<file path="config.mk">
export PLATFORM = sky130hd
export DESIGN_NAME = stage_fe_flat
export DESIGN_NICKNAME = d
export VERILOG_FILES = /design/src/rtl/stage_fe_if.sv /design/src/rtl/stage_fe.sv /design/src/flat_wrapper.sv
export SDC_FILE = /design/constraint.sdc
export NUM_CORES = 1
export LEC_CHECK = 0
export BUFFER_PORTS_ARGS = -buffer_cell sky130_fd_sc_hd__buf_2
export CAP_MARGIN = 20
export CORE_MARGIN = 4
export CORE_UTILIZATION = 45
export DETAILED_ROUTE_END_ITERATION = 10
export PLACE_DENSITY = 0.76
export SLEW_MARGIN = 40
export SYNTH_ARGS = -nofsm -noshare
export SYNTH_HDL_FRONTEND = slang
export SYNTH_SLANG_ARGS = --single-unit
</file>
<file path="constraint.sdc">
create_clock -name clk -period 3 [get_ports clk]
set_clock_uncertainty 0.1 [all_clocks]
set_input_delay 0.45 -clock clk [delete_from_list [all_inputs] [get_ports clk]]
set_output_delay 0.45 -clock clk [all_outputs]
set_load 0.01 [all_outputs]
</file>
<file path="src/rtl/stage_fe_if.sv">
// Fetch-stage bus bundle: instruction-memory req/ack channel plus the registered FE->ID outputs.
// master = fetch stage, slave = memory/decode side.
interface stage_fe_if #(
  parameter int DATA_W = 32,
  parameter int INST_W = 32
);
  logic              imem_req;
  logic [DATA_W-1:0] imem_addr;
  logic              imem_ack;
  logic [INST_W-1:0] imem_rdata;
  logic [INST_W-1:0] inst;
  logic [DATA_W-1:0] out_pc;
  logic              flush;

  modport master (
    output imem_req, imem_addr, inst, out_pc, flush,
    input  imem_ack, imem_rdata
  );

  modport slave (
    input  imem_req, imem_addr, inst, out_pc, flush,
    output imem_ack, imem_rdata
  );
endinterface

</file>
<file path="src/rtl/stage_fe.sv">
// Instruction fetch: one outstanding imem request, 1-cycle ack-to-output latency, 1 instr/cycle peak.
// Decode stalls are absorbed by a one-entry holding buffer; fetch pauses while it is occupied.
module stage_fe #(
  parameter int                DATA_W   = 32,
  parameter int                INST_W   = 32,
  parameter logic [DATA_W-1:0] RESET_PC = '0
) (
  input  logic              clk,
  input  logic              rst,
  input  logic              en,
  input  logic              stall,
  input  logic              redirect,
  input  logic [DATA_W-1:0] redirect_pc,
  stage_fe_if.master        bus
);

  localparam logic [INST_W-1:0] NOP      = INST_W'(32'h0000_0013);
  localparam logic [DATA_W-1:0] PC_RESET = {RESET_PC[DATA_W-1:2], 2'b00};

  typedef enum logic [1:0] {
    S_IDLE,
    S_REQ,
    S_DROP
  } state_t;

  state_t            r_state;
  logic [DATA_W-1:0] r_pc;
  logic [DATA_W-1:0] r_addr;
  logic [INST_W-1:0] r_buf_inst;
  logic [DATA_W-1:0] r_buf_pc;
  logic              r_buf_vld;
  logic [INST_W-1:0] r_inst;
  logic [DATA_W-1:0] r_out_pc;
  logic              r_flush;

  state_t            w_state_nxt;
  logic [DATA_W-1:0] w_pc_nxt;
  logic [DATA_W-1:0] w_addr_nxt;
  logic [INST_W-1:0] w_buf_inst_nxt;
  logic [DATA_W-1:0] w_buf_pc_nxt;
  logic              w_buf_vld_nxt;
  logic [INST_W-1:0] w_inst_nxt;
  logic [DATA_W-1:0] w_out_pc_nxt;
  logic              w_flush_nxt;

  logic              w_adv;
  logic              w_ack_req;
  logic              w_take;
  logic              w_ack_to_out;
  logic [DATA_W-1:0] w_addr_inc;
  logic [DATA_W-1:0] w_redir_pc;
  logic              w_unused;

  assign w_adv        = en && !stall && !redirect;
  assign w_ack_req    = (r_state == S_REQ) && bus.imem_ack;
  assign w_take       = w_ack_req && !redirect;
  assign w_ack_to_out = w_take && w_adv && !r_buf_vld;
  assign w_addr_inc   = r_addr + DATA_W'(4);
  assign w_redir_pc   = {redirect_pc[DATA_W-1:2], 2'b00};
  assign w_unused     = ^redirect_pc[1:0];

  always_comb begin
    w_inst_nxt     = r_inst;
    w_out_pc_nxt   = r_out_pc;
    w_flush_nxt    = r_flush;
    w_buf_inst_nxt = r_buf_inst;
    w_buf_pc_nxt   = r_buf_pc;
    w_buf_vld_nxt  = r_buf_vld;
    w_pc_nxt       = r_pc;

    if (redirect) begin
      w_inst_nxt  = NOP;
      w_flush_nxt = 1'b1;
    end else if (w_adv) begin
      if (r_buf_vld) begin
        w_inst_nxt    = r_buf_inst;
        w_out_pc_nxt  = r_buf_pc;
        w_flush_nxt   = 1'b0;
        w_buf_vld_nxt = 1'b0;
      end else if (w_ack_req) begin
        w_inst_nxt   = bus.imem_rdata;
        w_out_pc_nxt = r_addr;
        w_flush_nxt  = 1'b0;
      end else begin
        w_inst_nxt  = NOP;
        w_flush_nxt = 1'b1;
      end
    end

    // An accepted ack that cannot go straight to the output parks in the buffer.
    if (w_take && !w_ack_to_out) begin
      w_buf_inst_nxt = bus.imem_rdata;
      w_buf_pc_nxt   = r_addr;
      w_buf_vld_nxt  = 1'b1;
    end

    if (w_take) begin
      w_pc_nxt = w_addr_inc;
    end

    if (redirect) begin
      w_buf_vld_nxt = 1'b0;
      w_pc_nxt      = w_redir_pc;
    end
  end

  always_comb begin
    w_state_nxt = r_state;
    w_addr_nxt  = r_addr;

    unique case (r_state)
      S_IDLE: begin
        if (en && !redirect && !w_buf_vld_nxt) begin
          w_state_nxt = S_REQ;
          w_addr_nxt  = r_pc;
        end
      end
      S_REQ: begin
        if (bus.imem_ack) begin
          if (redirect) begin
            w_state_nxt = S_IDLE;
          end else if (w_ack_to_out) begin
            w_state_nxt = S_REQ;
            w_addr_nxt  = w_addr_inc;
          end else begin
            w_state_nxt = S_IDLE;
          end
        end else if (redirect) begin
          w_state_nxt = S_DROP;
        end
      end
      S_DROP: begin
        if (bus.imem_ack) begin
          w_state_nxt = S_IDLE;
        end
      end
      default: begin
        w_state_nxt = S_IDLE;
      end
    endcase
  end

  always_ff @(posedge clk) begin
    if (rst) begin
      r_state    <= S_IDLE;
      r_pc       <= PC_RESET;
      r_addr     <= PC_RESET;
      r_buf_inst <= NOP;
      r_buf_pc   <= PC_RESET;
      r_buf_vld  <= 1'b0;
      r_inst     <= NOP;
      r_out_pc   <= PC_RESET;
      r_flush    <= 1'b1;
    end else begin
      r_state    <= w_state_nxt;
      r_pc       <= w_pc_nxt;
      r_addr     <= w_addr_nxt;
      r_buf_inst <= w_buf_inst_nxt;
      r_buf_pc   <= w_buf_pc_nxt;
      r_buf_vld  <= w_buf_vld_nxt;
      r_inst     <= w_inst_nxt;
      r_out_pc   <= w_out_pc_nxt;
      r_flush    <= w_flush_nxt;
    end
  end

  assign bus.imem_req  = (r_state != S_IDLE);
  assign bus.imem_addr = r_addr;
  assign bus.inst      = r_inst;
  assign bus.out_pc    = r_out_pc;
  assign bus.flush     = r_flush;

endmodule

</file>
<file path="src/flat_wrapper.sv">
// flat-port wrapper written by rule: the top's interface ports become plain ports
module stage_fe_flat 
#(
  parameter int                DATA_W   = 32,
  parameter int                INST_W   = 32,
  parameter logic [DATA_W-1:0] RESET_PC = '0
)
  (clk, rst, en, stall, redirect, redirect_pc, bus_imem_req, bus_imem_addr, bus_inst, bus_out_pc, bus_flush, bus_imem_ack, bus_imem_rdata);
  stage_fe_if #(.DATA_W(DATA_W), .INST_W(INST_W)) bus_i ();
  input  logic clk;
  input  logic rst;
  input  logic en;
  input  logic stall;
  input  logic redirect;
  input  logic [DATA_W-1:0] redirect_pc;
  output wire logic [$bits(bus_i.imem_req)-1:0] bus_imem_req;
  output wire logic [$bits(bus_i.imem_addr)-1:0] bus_imem_addr;
  output wire logic [$bits(bus_i.inst)-1:0] bus_inst;
  output wire logic [$bits(bus_i.out_pc)-1:0] bus_out_pc;
  output wire logic [$bits(bus_i.flush)-1:0] bus_flush;
  input wire logic [$bits(bus_i.imem_ack)-1:0] bus_imem_ack;
  input wire logic [$bits(bus_i.imem_rdata)-1:0] bus_imem_rdata;
  assign bus_imem_req = bus_i.imem_req;
  assign bus_imem_addr = bus_i.imem_addr;
  assign bus_inst = bus_i.inst;
  assign bus_out_pc = bus_i.out_pc;
  assign bus_flush = bus_i.flush;
  assign bus_i.imem_ack = bus_imem_ack;
  assign bus_i.imem_rdata = bus_imem_rdata;
  stage_fe #(.DATA_W(DATA_W), .INST_W(INST_W), .RESET_PC(RESET_PC)) u_core (.clk(clk), .rst(rst), .en(en), .stall(stall), .redirect(redirect), .redirect_pc(redirect_pc), .bus(bus_i));
endmodule
</file>
==> results of run 1 <==
-- tightest hold or removal path, cell delays in order --
cell and delay [ns]:
buf_2 0.08, nand2_1 0.04, o21ai_0 0.05
-- cell type report --
class / instances / area [um2] / area share
diodes: 3 / 7.51 / 0.000704
clock buffers: 17 / 425 / 0.0399
clock inverters: 15 / 134 / 0.0126
inverters: 8 / 30.0 / 0.00282
multi-input cells: 856 / 4670 / 0.438
flip-flops and latches: 196 / 3930 / 0.368
well taps: 265 / 332 / 0.0311
repair buffers: 202 / 1140 / 0.107
-- registers in the layout, summed over array words and instances (netlist names) --
name,count
u_core.bus.flush,1
u_core.bus.imem_addr,32
u_core.bus.inst,32
u_core.bus.out_pc,32
u_core.r_buf_inst,32
u_core.r_buf_pc,32
u_core.r_buf_vld,1
u_core.r_pc,32
u_core.r_state,2
-- power breakdown --
part / internal, W / total (W) / switching [W]
Combinational: 0.000167 / 0.000437 / 0.000270
Sequential: 0.00266 / 0.00271 / 0.0000493
Clock: 0.00110 / 0.00221 / 0.00111
-- Yosys cell counts (2+ instances only) --
library cell	count
o31ai_1	2
o211ai_1	33
xnor2_1	14
o41ai_1	2
buf_2	14
clkbuf_2	2
mux2i_1	37
a22o_1	4
o31a_1	6
a211oi_1	38
a32o_1	2
or3_1	3
a21o_1	2
clkbuf_1	96
o32ai_1	10
and2_1	3
a2bb2oi_1	2
a311oi_1	2
o21ai_0	66
nand2b_1	4
inv_1	8
nand4_1	6
and4_1	3
o22ai_1	6
a22oi_1	6
buf_1	5
nor3b_1	2
a21oi_1	118
o21ai_1	2
xor2_1	3
nor4_1	10
or2_2	3
nor2b_1	2
nor2_1	118
nand3b_1	9
a31oi_1	13
or4_1	6
a32oi_1	3
nand3_1	16
nor3_1	10
and3_1	15
nand2_1	258
dfxtp_1	196
o21a_1	3
-- cells in the final DEF, fill, tap and decap left out, drive strengths merged, types with 6 or more instances in the layout --
cell type,netlist,final
dfxtp,196,196
nor2,118,118
o32ai,10,10
o22ai,6,6
o21ai,68,68
a22oi,6,6
nand2,258,258
a31oi,13,13
inv,8,17
buf,19,202
or4,6,6
and3,15,15
a21oi,118,118
a211oi,38,38
clkbuf,98,17
o211ai,33,33
o31a,7,7
xnor2,14,14
nor3,11,11
mux2i,37,37
nand3b,9,9
nand3,18,18
nand4,6,6
nor4,11,11
-- per-layer routing --
metal | share of wire | up-vias
met5 | 0 | -
met4 | 0.021 | 0
met3 | 0.061 | 41
met2 | 0.47 | 273
met1 | 0.45 | 4124
li1 | - | 4307
-- cell families (layout without fill, tap and decap cells) --
kind of cell	Yosys count	count (layout)
buffers and inverters	125	242
xor gates and xnor gates	17	17
and+or+nand+nor	475	475
AOI/OAI and AO/OA	326	326
muxes	37	37
DFF	196	196
other	0	3
adders and majority gates	1	1
-- per-stage QoR --
| step | hold WS, ns | cells | total power (W) | area, um2 | setup slack [ns] |
|---|---|---|---|---|---|
| after floorplan | 0.336 | 1177 | 0.00302 | 9030 | 0.689 |
| after global placement | 0.341 | 1527 | 0.00319 | 10100 | 0.541 |
| after detailed placement | 0.346 | 1527 | 0.00320 | 10100 | 0.503 |
| after CTS | 0.107 | 1559 | 0.00539 | 10600 | 0.446 |
| after global routing | 0.134 | 1562 | 0.00556 | 10700 | 0.187 |
| final | 0.123 | 1562 | 0.00535 | 10700 | 0.351 |
-- worst max path at each step --
stage | endpoint | slack, ns | start
detailed placement | u_core.bus.imem_addr[30] | 0.50 | u_core.bus.imem_addr[3]
floorplan | u_core.bus.imem_addr[30] | 0.69 | u_core.bus.imem_addr[3]
global route | u_core.bus.imem_addr[24] | 0.19 | u_core.bus.imem_addr[3]
finish | u_core.bus.imem_addr[24] | 0.35 | u_core.bus.imem_addr[3]
global placement | u_core.bus.imem_addr[30] | 0.54 | u_core.bus.imem_addr[3]
CTS | u_core.bus.imem_addr[24] | 0.45 | u_core.bus.imem_addr[3]
==> results.md, run 1 <==
* Status: completed
* Tmin final at 2.65 ns
* Setup crit end kind: register
* Post-synth cell types at 58
* CTS tree: yes
* Clock insertion delay at the later pin of the skew report at 0.43 ns
* Startpoint class of the critical path: register
* Hold buffer count at CTS at 0
* Top post-synthesis cells by area: dfxtp_1, nand2_1, a21oi_1, nor2_1, mux2i_1
* Worst R2R End: u_core.bus.imem_addr[24]
* Min-delay worst type: in -> reg
* Cell family with most CP delay: simple AND/OR/NAND/NOR gates
* CP Depth at 7
* Largest family of logic cells by synthesized area: simple AND/OR/NAND/NOR gates
* Port Buf Inserts at 165
* Crit path max-delay cell type: or4_1
* GPL Wtd Cong at 0.867
* Sequential share of the synthesized area at 0.434
* GR peak layer: met2
* Via density per instance at 5.60
* Die Area at 22400 um2
* 1st-iter DRT viols at 702
* Path type of the worst setup path: reg -> reg
* DRC Markers at 0
* GRT Util Overall at 0.225
* Max FO, Critical Path at 8
* Largest buffer count on any clock path at 2
* Vias in the first global route at 8128
* CTS clk-pin slew, worst paths at 0.08 ns
* Xor/xnor share of the synthesized area at 0.0165
* FILL cells at 1899
* Htree depth at 4
* Ys async rst share at 0
* Max_cap viols at 0
* Starting density of the core at 0.461
* Leak pwr at 3.88 nW
* IO Pins at 168
* Total Neg Setup Slack at 0 ns
* Root Buffer: clkbuf_16
* Area delta synth->final at 18.1%
* Slew HR at 0.505
* RR Startpoint: u_core.bus.imem_addr[3]
* Final setup vio count at 0
* Post-Synth Simple-Gate Area at 0.229
* Min-delay src: redirect_pc[15]
* Hold Path End: u_core.r_pc[15]
* Tcrit/Tclk final at 0.883
* Worst slew pin tran at 0.736 ns
* Buf/Inv on CP at 1
* R2R setup slack at 0.35 ns
* Mean Syn Cell Area at 7.68 um2
* R2R cell count at 7
* Cells after Synth at 1177
* M3 GR Usage at 0.0442
* Power per cell area at 502 nW/um2
* Die Span X at 150 um
* Slew Limit Fails at 0
* Util after Layout at 0.544
* Antenna-violating nets left at 0
* Cts repair resizes at 0
* First-pass GRT wire length at 41200 um
* Yosys top cell area share at 0.434
* Flops & latches, synth at 196
* Yosys warns at 0
* GRT met2 Usage at 0.368
* EDFF count, synth at 0
* Hpwl dp at 16900 um
* Initial antenna violation count at 3
* Largest net degree at the start of global routing at 83
* Unrepaired setup endpoints after global routing: false
* Sink Count at 196
* First drt pass iteration count at 5
* Synth Area in Compound Gates at 0.223
* Syn nets at 1248
* Top_reg_cell synth: dfxtp_1
* Area leader, netlist: dfxtp_1
* Die height at 150 um
* Core area at 19600 um2
* Layout cells sized above 1 at 0.196
* Gr ovfl total at 0
* Min-Delay Path Depth at 3
* Cell Chain, Critical Path: ha_1 -> nand3_1 -> or4_1 -> buf_4 -> o41ai_1 -> nand2_1 -> a21oi_1
* Met1 Track Usage GR at 0.298
* Adder-Cell Fraction of Synth Area at 0.00139
* Critical path arrival at 2.90 ns
* Worst Path Required at 3.26 ns
* Final Hold Viols at 0
* DR WL/cell at 16.3 um
* Cell area after synthesis at 9030 um2
* Max IR drop VDD at 0.436 mV
* Post-CTS setup buffer count at 0
* Max Fclk at 378 MHz
* Cts bufs inserted at 17
* # rows at 51
* Mux cell area share after synthesis at 0.0410
* CP max stage delay at 0.59 ns
* Routed WL at 25500 um
* Final net count at 1352
* Routed vias at 8745
Note: power is estimated with default switching activity, not from simulation.
==> run 2, diff against run 1 <==
--- a/config.mk
+++ b/config.mk
@@ -9,6 +9,8 @@
 export CAP_MARGIN = 20
 export CORE_MARGIN = 4
 export CORE_UTILIZATION = 45
+export CTS_BUF_LIST = sky130_fd_sc_hd__clkbuf_2 sky130_fd_sc_hd__clkbuf_4 sky130_fd_sc_hd__clkbuf_8
+export CTS_CLUSTER_DIAMETER = 120
 export DETAILED_ROUTE_END_ITERATION = 10
 export PLACE_DENSITY = 0.76
 export SLEW_MARGIN = 40
==> results.md, run 2 (synthesis results as in run 1) <==
* Die Area at 22400 um2 (unchanged)
* DR WL/cell at 16.4 um (+0.25%)
* Pint at 0.00344 W (-12%)
* Largest buffer count on any clock path at 2 (unchanged)
* Tcrit/Tclk final at 0.882 (-0.00144)
* Flop pwr share at 0.563 (+0.057)
* CTS clk-pin slew, worst paths at 0.11 ns (+0.03 ns)
* Routed vias at 8805 (+0.69%)
* Die height at 150 um (unchanged)
* Power per cell area at 459 nW/um2 (-8.5%)
* Status: completed
* Largest net degree at the start of global routing at 83 (unchanged)
* Worst slew pin tran at 0.714 ns (-0.0221 ns)
* Area delta synth->final at 15.9%
* Combinational Power Share at 0.091 (+0.009)
* Routed WL at 25500 um (+0.18%)
* Initial antenna violation count at 2 (-1)
* Clock insertion delay at the later pin of the skew report at 0.48 ns (+0.05 ns)
* Sw Pwr at 0.00137 W (-4.0%)
* Vias in the first global route at 8064 (-0.79%)
* Startpoint class of the critical path: register
* Via density per instance at 5.64 (+0.75%)
* Setup crit end kind: register
* Root Buffer: clkbuf_8
* Port Buf Inserts at 165 (unchanged)
* IO Pins at 168 (unchanged)
* Antenna-violating nets left at 0 (unchanged)
* Slew HR at 0.520 (+0.0148)
* Post-Layout Inst Area at 10500 um2 (-1.8%)
* Tmin final at 2.64 ns (-0.00433 ns)
* Cts bufs inserted at 17 (unchanged)
* Worst setup margin at 0.355 ns (+0.00433 ns)
* Gr ovfl total at 0 (unchanged)
* CTS tree: yes
* Total Neg Setup Slack at 0 ns (unchanged)
* Setup WS pre-CTS at 0.503 ns (unchanged)
* # rows at 51 (unchanged)
* Unrepaired setup endpoints after global routing: false
* Final setup vio count at 0 (unchanged)
* Leak pwr at 3.80 nW (-2.2%)
* GRT Util Overall at 0.224 (-0.00114)
* Starting density of the core at 0.461 (unchanged)
* Final Hold Viols at 0 (unchanged)
* Critical path arrival at 2.94 ns (+0.04 ns)
* Htree depth at 4 (unchanged)
* CP startpoint: u_core.bus.imem_addr[3]
* Sw frac at 0.285 (+0.0184)
* Max IR drop VDD at 0.264 mV (-39%)
* Post-CTS setup buffer count at 0 (unchanged)
* Core area at 19600 um2 (unchanged)
* Max_cap viols at 0 (unchanged)
* 1st-iter DRT viols at 608 (-13%)
* Commonest non-fill, non-tap cells in the layout: nand2_1, dfxtp_1, buf_2
* GPL Wtd Cong at 0.867 (unchanged)
* RR Startpoint: u_core.bus.imem_addr[3]
* Min-delay worst type: in -> reg
* Slew Limit Fails at 0 (unchanged)
* Worst Path Required at 3.30 ns (+0.04 ns)
* Min-delay src: redirect_pc[15]
* DP Area at 10100 um2 (unchanged)
* Path type of the worst setup path: reg -> reg
* Hold buffer count at CTS at 0 (unchanged)
* Die Span X at 150 um (unchanged)
* Most common cell after layout, fill and taps aside: nand2_1
* First drt pass iteration count at 6 (+1)
* Layout cells sized above 1 at 0.196 (unchanged)
* First-pass GRT wire length at 41100 um (-0.35%)
* Max FO, Critical Path at 8 (unchanged)
* Hpwl dp at 16900 um (unchanged)
* Sink Count at 196 (unchanged)
* DRC Markers at 0 (unchanged)
* Clock share of power at 0.346 (-0.067)
* Final net count at 1352 (unchanged)
* Max Fclk at 378 MHz (+0.16%)
* Cts repair resizes at 0 (unchanged)
run 2: path summary, 6_finish.rpt:
path / depth (start not counted) / slack (ns) / to
hold / removal: 3 / 0.08 / u_core.r_pc[15]
hold reg to reg: 2 / 0.36 / u_core.r_buf_pc[23]
setup / recovery: 7 / 0.36 / u_core.bus.imem_addr[24]
setup reg to reg: 7 / 0.36 / u_core.bus.imem_addr[24]
run 2: power by group through the flow:
stage               Combinational, W  Sequential [W]  Clock, W
floorplan                   0.000265         0.00276         0
global route                0.000485         0.00271   0.00180
CTS                         0.000433         0.00271   0.00170
global placement            0.000424         0.00276         0
finish                      0.000438         0.00271   0.00166
detailed placement          0.000431         0.00276         0
run 2: critical path, cell delays in order (launching register included):
cell and delay (ns):
dfxtp_1 0.48, ha_1 0.30, nand3_1 0.22, or4_1 0.59
buf_4 0.21, o41ai_1 0.40, nand2_1 0.10, a21oi_1 0.17
run 2: per-layer routing:
layer,global-route usage,up-vias,wire length (um)
met1,0.297,4187,11300
met3,0.0448,33,1540
li1,-,4303,-
met2,0.368,282,12200
met4,0.0737,0,474
met5,0,-,0
run 2: layout make-up:
type                       instances  area [um2]
sequential                       196        3930
clock inverter                    15         134
tap                              265         332
antenna                            2        5.00
timing repair buffer             202        1140
fill                            1922        9120
inverter                           8        30.0
multi-input combinational        856        4670
clock buffer                      17         234
run 2: stage by stage:
step | cells | hold WS [ns] | utilization | total power [W]
floorplan | 1177 | 0.336 | - | 0.00302
global placement | 1527 | 0.341 | 0.515 | 0.00319
detailed placement | 1527 | 0.346 | 0.515 | 0.00320
CTS | 1559 | 0.0509 | 0.533 | 0.00484
global route | 1561 | 0.0781 | 0.535 | 0.00500
finish | 1561 | 0.0758 | 0.535 | 0.00481
